### src/rtl/reg_file_sb_if.sv
// Issue, read and writeback bundle between decode/wb and the register file.
// Master drives requests; slave returns operands, stall and pending state.
interface reg_file_sb_if #(
  parameter int XLEN  = 32,
  parameter int NREGS = 32
);
  logic [4:0]       rs1_addr;
  logic [4:0]       rs2_addr;
  logic             rs1_used;
  logic             rs2_used;
  logic [XLEN-1:0]  rs1_data;
  logic [XLEN-1:0]  rs2_data;
  logic             issue_valid;
  logic [4:0]       issue_rd;
  logic             stall;
  logic             wb_valid;
  logic [4:0]       wb_addr;
  logic [XLEN-1:0]  wb_data;
  logic [NREGS-1:0] pending_vec;

  modport master (
    output rs1_addr,
    output rs2_addr,
    output rs1_used,
    output rs2_used,
    output issue_valid,
    output issue_rd,
    output wb_valid,
    output wb_addr,
    output wb_data,
    input  rs1_data,
    input  rs2_data,
    input  stall,
    input  pending_vec
  );

  modport slave (
    input  rs1_addr,
    input  rs2_addr,
    input  rs1_used,
    input  rs2_used,
    input  issue_valid,
    input  issue_rd,
    input  wb_valid,
    input  wb_addr,
    input  wb_data,
    output rs1_data,
    output rs2_data,
    output stall,
    output pending_vec
  );
endinterface

### src/rtl/reg_file_sb.sv
// Integer register file with a pending-write scoreboard.
// Reads are combinational with optional writeback forwarding.
module reg_file_sb #(
  parameter int XLEN   = 32,
  parameter int NREGS  = 32,
  parameter bit BYPASS = 1'b1
) (
  input logic          clk,
  input logic          rst,
  reg_file_sb_if.slave bus
);

  localparam int AW = (NREGS > 1) ? $clog2(NREGS) : 1;

  logic [XLEN-1:0]  rf [NREGS];
  logic [NREGS-1:0] pend_q;
  logic [NREGS-1:0] pend_d;

  logic             wb_en;
  logic             set_en;
  logic             hit1;
  logic             hit2;
  logic             hit_rd;
  logic             p1;
  logic             p2;
  logic             p_rd;
  logic             raw1;
  logic             raw2;
  logic             waw;
  logic             stall;

  // Index zero and indices beyond NREGS never hold state.
  function automatic logic live(input logic [4:0] a);
    return (a != 5'd0) && (int'(a) < NREGS);
  endfunction

  function automatic logic [AW-1:0] idx(input logic [4:0] a);
    return a[AW-1:0];
  endfunction

  function automatic logic wb_hit(input logic [4:0] a);
    return BYPASS && bus.wb_valid && (bus.wb_addr == a);
  endfunction

  function automatic logic pend_at(
    input logic [NREGS-1:0] pv,
    input logic [4:0]       a
  );
    return live(a) && pv[idx(a)];
  endfunction

  // Writeback and forwarding hit terms.
  always_comb begin
    wb_en  = bus.wb_valid && live(bus.wb_addr);
    hit1   = wb_hit(bus.rs1_addr);
    hit2   = wb_hit(bus.rs2_addr);
    hit_rd = wb_hit(bus.issue_rd);
  end

  // Operand 1: forwarded wb data, stored value, or zero.
  always_comb begin
    bus.rs1_data = '0;
    if (live(bus.rs1_addr)) begin
      if (hit1)
        bus.rs1_data = bus.wb_data;
      else
        bus.rs1_data = rf[idx(bus.rs1_addr)];
    end
  end

  // Operand 2: forwarded wb data, stored value, or zero.
  always_comb begin
    bus.rs2_data = '0;
    if (live(bus.rs2_addr)) begin
      if (hit2)
        bus.rs2_data = bus.wb_data;
      else
        bus.rs2_data = rf[idx(bus.rs2_addr)];
    end
  end

  // Hazard detection against outstanding writes.
  always_comb begin
    p1    = pend_at(pend_q, bus.rs1_addr);
    p2    = pend_at(pend_q, bus.rs2_addr);
    p_rd  = pend_at(pend_q, bus.issue_rd);
    raw1  = bus.rs1_used && p1 && !hit1;
    raw2  = bus.rs2_used && p2 && !hit2;
    waw   = p_rd && !hit_rd;
    stall = bus.issue_valid && (raw1 || raw2 || waw);
  end

  assign bus.stall = stall;

  // Next scoreboard: clear on writeback, then set on issue so
  // a same-cycle new producer keeps the bit high.
  always_comb begin
    set_en = bus.issue_valid && !stall && live(bus.issue_rd);
    pend_d = pend_q;
    if (wb_en)
      pend_d[idx(bus.wb_addr)] = 1'b0;
    if (set_en)
      pend_d[idx(bus.issue_rd)] = 1'b1;
    pend_d[0] = 1'b0;
  end

  // Scoreboard register.
  always_ff @(posedge clk or posedge rst) begin
    if (rst)
      pend_q <= '0;
    else
      pend_q <= pend_d;
  end

  assign bus.pending_vec = pend_q;

  // Register storage; x0 is never written.
  always_ff @(posedge clk or posedge rst) begin
    if (rst) begin
      for (int i = 0; i < NREGS; i++)
        rf[i] <= '0;
    end else if (wb_en) begin
      rf[idx(bus.wb_addr)] <= bus.wb_data;
    end
  end

endmodule
### src/flat_wrapper.sv
// flat-port wrapper written by rule: the top's interface ports become plain ports
module reg_file_sb_flat 
#(
  parameter int XLEN   = 32,
  parameter int NREGS  = 32,
  parameter bit BYPASS = 1'b1
)
  (clk, rst, bus_rs1_addr, bus_rs2_addr, bus_rs1_used, bus_rs2_used, bus_issue_valid, bus_issue_rd, bus_wb_valid, bus_wb_addr, bus_wb_data, bus_rs1_data, bus_rs2_data, bus_stall, bus_pending_vec);
  reg_file_sb_if #(.XLEN(XLEN), .NREGS(NREGS)) bus_i ();
  input logic clk;
  input logic rst;
  input wire logic [$bits(bus_i.rs1_addr)-1:0] bus_rs1_addr;
  input wire logic [$bits(bus_i.rs2_addr)-1:0] bus_rs2_addr;
  input wire logic [$bits(bus_i.rs1_used)-1:0] bus_rs1_used;
  input wire logic [$bits(bus_i.rs2_used)-1:0] bus_rs2_used;
  input wire logic [$bits(bus_i.issue_valid)-1:0] bus_issue_valid;
  input wire logic [$bits(bus_i.issue_rd)-1:0] bus_issue_rd;
  input wire logic [$bits(bus_i.wb_valid)-1:0] bus_wb_valid;
  input wire logic [$bits(bus_i.wb_addr)-1:0] bus_wb_addr;
  input wire logic [$bits(bus_i.wb_data)-1:0] bus_wb_data;
  output wire logic [$bits(bus_i.rs1_data)-1:0] bus_rs1_data;
  output wire logic [$bits(bus_i.rs2_data)-1:0] bus_rs2_data;
  output wire logic [$bits(bus_i.stall)-1:0] bus_stall;
  output wire logic [$bits(bus_i.pending_vec)-1:0] bus_pending_vec;
  assign bus_i.rs1_addr = bus_rs1_addr;
  assign bus_i.rs2_addr = bus_rs2_addr;
  assign bus_i.rs1_used = bus_rs1_used;
  assign bus_i.rs2_used = bus_rs2_used;
  assign bus_i.issue_valid = bus_issue_valid;
  assign bus_i.issue_rd = bus_issue_rd;
  assign bus_i.wb_valid = bus_wb_valid;
  assign bus_i.wb_addr = bus_wb_addr;
  assign bus_i.wb_data = bus_wb_data;
  assign bus_rs1_data = bus_i.rs1_data;
  assign bus_rs2_data = bus_i.rs2_data;
  assign bus_stall = bus_i.stall;
  assign bus_pending_vec = bus_i.pending_vec;
  reg_file_sb #(.XLEN(XLEN), .NREGS(NREGS), .BYPASS(BYPASS)) u_core (.clk(clk), .rst(rst), .bus(bus_i));
endmodule
### config.mk
export PLATFORM = sky130hd
export DESIGN_NAME = reg_file_sb_flat
export DESIGN_NICKNAME = d
export VERILOG_FILES = /design/src/rtl/reg_file_sb_if.sv /design/src/rtl/reg_file_sb.sv /design/src/flat_wrapper.sv
export SDC_FILE = /design/constraint.sdc
export NUM_CORES = 2
export LEC_CHECK = 0
export ABC_AREA = 1
export CAP_MARGIN = 40
export CORE_MARGIN = 4
export CORE_UTILIZATION = 35
export DETAILED_ROUTE_END_ITERATION = 8
export HOLD_SLACK_MARGIN = 0.06
export PLACE_DENSITY = 0.64
export SYNTH_ARGS = -nofsm -noshare
export SYNTH_HDL_FRONTEND = slang
export SYNTH_SLANG_ARGS = --single-unit
export TNS_END_PERCENT = 20
### constraint.sdc
create_clock -name clk -period 41.7 [get_ports clk]
set_clock_uncertainty 0.05 [all_clocks]
set_input_delay 12.51 -clock clk [delete_from_list [all_inputs] [get_ports clk]]
set_output_delay 12.51 -clock clk [all_outputs]
set_load 0.01 [all_outputs]
==> out/metrics.csv <==
metric,value,unit
switching part of the total,0.325,
Final Hold Viols,0,
initial antenna violation count,10,
"commonest cells after routing, fill and taps aside","nand2_1 (1677), o21ai_0 (1654), dfrtp_1 (1055), nand3_1 (658), a21oi_1 (656)",
first-pass GRT wire length,353,mm
sequential power share,0.444,
CTS Buf Count,111,
num ports,155,
hold wc startpoint,u_core.rf[1001],
critical path class,input port to output port,
Util after Layout,0.393,
crit end category,output port,
CP cell instances,buf_8 > buf_4 > buf_4 > buf_4 > buf_16 > nor2_1 > o211ai_1 > nand3_1 > nand2_1 > nand2_1 > a31oi_1 > clkdlybuf4s50_1,
r2r startpoint,u_core.bus.pending_vec[10],
total number of vias,58500,
Layout area overhead,11.3,%
transition time at the pin with the least slew margin,1130,ps
Post-Syn Area per Cell,7.40,um2
vias in the first global route,54500,
post-CTS setup buffer count,0,
power per cell area,46.0,mW/mm2
Skew-Pair Late Insertion Delay,740,ps
layout cells sized above 1,0.0603,
RSZ-0062 raised after global routing,no,
gpl congestion,0.861,
Ys Warns,0,
cell count after synthesis,8022,
cell internal pwr,0.00205,W
Worst setup SP type,input port,
WP data arrival,17090,ps
1st-pass router iterations,6,
Max-cap violations,0,
input/output buffers,153,
synthesized flop and latch total,1055,
# hold bufs at CTS,0,
Worst slew margin,0.245,
Finish-stage setup viols,0,
placed cells,9728,
WHS Path Cells,0,
Clock Sink Count,1055,
WL per Instance,23.9,um
PnR worst setup slack,12050,ps
CP Depth,12,
worst hold endpoint,u_core.rf[1001],
Setup crit start,bus_rs1_addr[0],
reg2reg setup slack,39480,ps
status,finished clean,
"most common cell after layout, fill and taps aside",nand2_1,
Final ANT Viol Nets,0,
dpl hpwl,136,mm
DR DRC count,0,
Post-Layout Cell Count,9938,
sequential element share of the synthesized area,0.445,
dpl ws,12150,ps
num rows,150,
Comb pwr share,0.212,
worst-path fanout max,98,
Die Wd,420,um
largest net degree at the start of global routing,231,
min-delay worst type,flop to flop,
total congestion overflow,0,
"Slew Viols, Final",0,
post-route setup TNS,0,ps
R2R cell count,11,
"CTS clk-pin slew, worst paths",60,ps
Die ar.,0.176,mm2
starting density of the core,0.354,
synthesized cell area,0.0593,mm2
Placeable Area,0.168,mm2
drt total wl,237,mm
Worst path max stage delay,820,ps
syn_nets,8080,
switching pwr,0.000988,W
clk root buf,clkbuf_16,
Pleak,28.6,nW
total track usage,0.263,
reg2reg end,u_core.bus.pending_vec[19],
Max Freq,33.7,MHz
fin crit period,29650,ps
period utilisation layout,0.711,
slowest library cell on the worst path,buf_4,
TritonCTS clock tree,yes,
CTS-repair resized insts,0,
Nets,7695,
VDD IR-drop max,0.0314,mV
post-synthesis cell type count,43,
H-Tree Depth,3,
Max clock buf depth,3,
die height,420,um
most frequent CP cell,buf_4,
DR iter-0 viols,8255,
worst path buffer plus inverter count,6,
drt via density,5.88,
Clk pwr share,0.344,
"Req. time, crit path",29140,ps
CP top delay family,buffers and inverters,
## synthesized netlist by cell type (all sizes together)
| cell | n | area [um2] |
|---|---|---|
| nor2 | 265 | 1080 |
| nor3 | 15 | 85.1 |
| o221ai | 5 | 43.8 |
| conb | 1 | 3.75 |
| nand2 | 1693 | 6370 |
| or2 | 2 | 12.5 |
| dfrtp | 1055 | 26400 |
| o211ai | 344 | 2580 |
| o31ai | 1 | 7.51 |
| o21ai | 1716 | 8590 |
| a21oi | 658 | 3300 |
| a221oi | 1 | 8.76 |
| buf | 410 | 2270 |
| clkinv | 3 | 12.5 |
| clkbuf | 392 | 1470 |
| inv | 650 | 2440 |
| o2111ai | 100 | 876 |
| nand4 | 4 | 46.3 |
| o22ai | 5 | 31.3 |
| xor2 | 1 | 8.76 |
| a31oi | 5 | 31.3 |
| nand3 | 696 | 3660 |
## worst register-to-register path, delay by kind of cell, from the launching register on
kind	cells	cell delay, ps
and+or+nand+nor	10	1520
DFF	1	440
buffers and inverters	1	140
## cells by family (layout without fill, tap and decap cells)
logic type	after synthesis	count (layout)	share of synthesized area
other	1	5	0.0000632
xor gates and xnor gates	1	1	0.000148
and+or+nand+nor	2675	2675	0.190
buffers and inverters	1455	1163	0.104
AOI/OAI and AO/OA	2835	2835	0.261
DFF	1055	1055	0.445
## stage by stage
stage	total power [W]	hold WS, ps	instance area, um2
5_1_grt	0.00319	337	66000
6_report	0.00304	328	66000
3_3_place_gp	0.00196	315	61000
4_1_cts	0.00303	332	66000
2_1_floorplan	0.00178	379	59300
3_5_place_dp	0.00199	316	62200
## final cells by class
type,count,area [um2]
fill,17100,102000
clock buffer,160,3290
inverter,653,2480
tap,2204,2760
timing repair buffer,304,3590
sequential,1055,26400
clock inverter,46,497
antenna,4,10.0
multi-input combinational,5512,27000
## power by group through the flow
stage | clock (W) | sequential (W) | combinational [W]
after floorplan | 0 | 0.00134 | 0.000446
final | 0.00104 | 0.00135 | 0.000644
after CTS | 0.00105 | 0.00134 | 0.000636
after global routing | 0.00110 | 0.00137 | 0.000725
after global placement | 0 | 0.00135 | 0.000607
after detailed placement | 0 | 0.00136 | 0.000634
## routing by layer
metal / track usage / vias up / share of wire
met5: 0 / - / 0.00024
met4: 0.167 / 8 / 0.071
met3: 0.0515 / 766 / 0.11
met2: 0.399 / 3485 / 0.43
met1: 0.343 / 27900 / 0.39
li1: - / 26300 / -
## worst max-delay path by stage
stage	endpoint
floorplan	u_core.bus.pending_vec[10]
global placement	bus_rs1_data[27]
detailed placement	bus_rs1_data[7]
CTS	bus_rs1_data[7]
global route	bus_rs1_data[7]
finish	bus_rs1_data[15]
## sequential cells by signal (all words and copies together), names as in the netlist
| register | flops |
|---|---|
| u_core.bus.pending_vec | 31 |
| u_core.rf | 1024 |
Note: power is estimated with default switching activity, not from simulation.
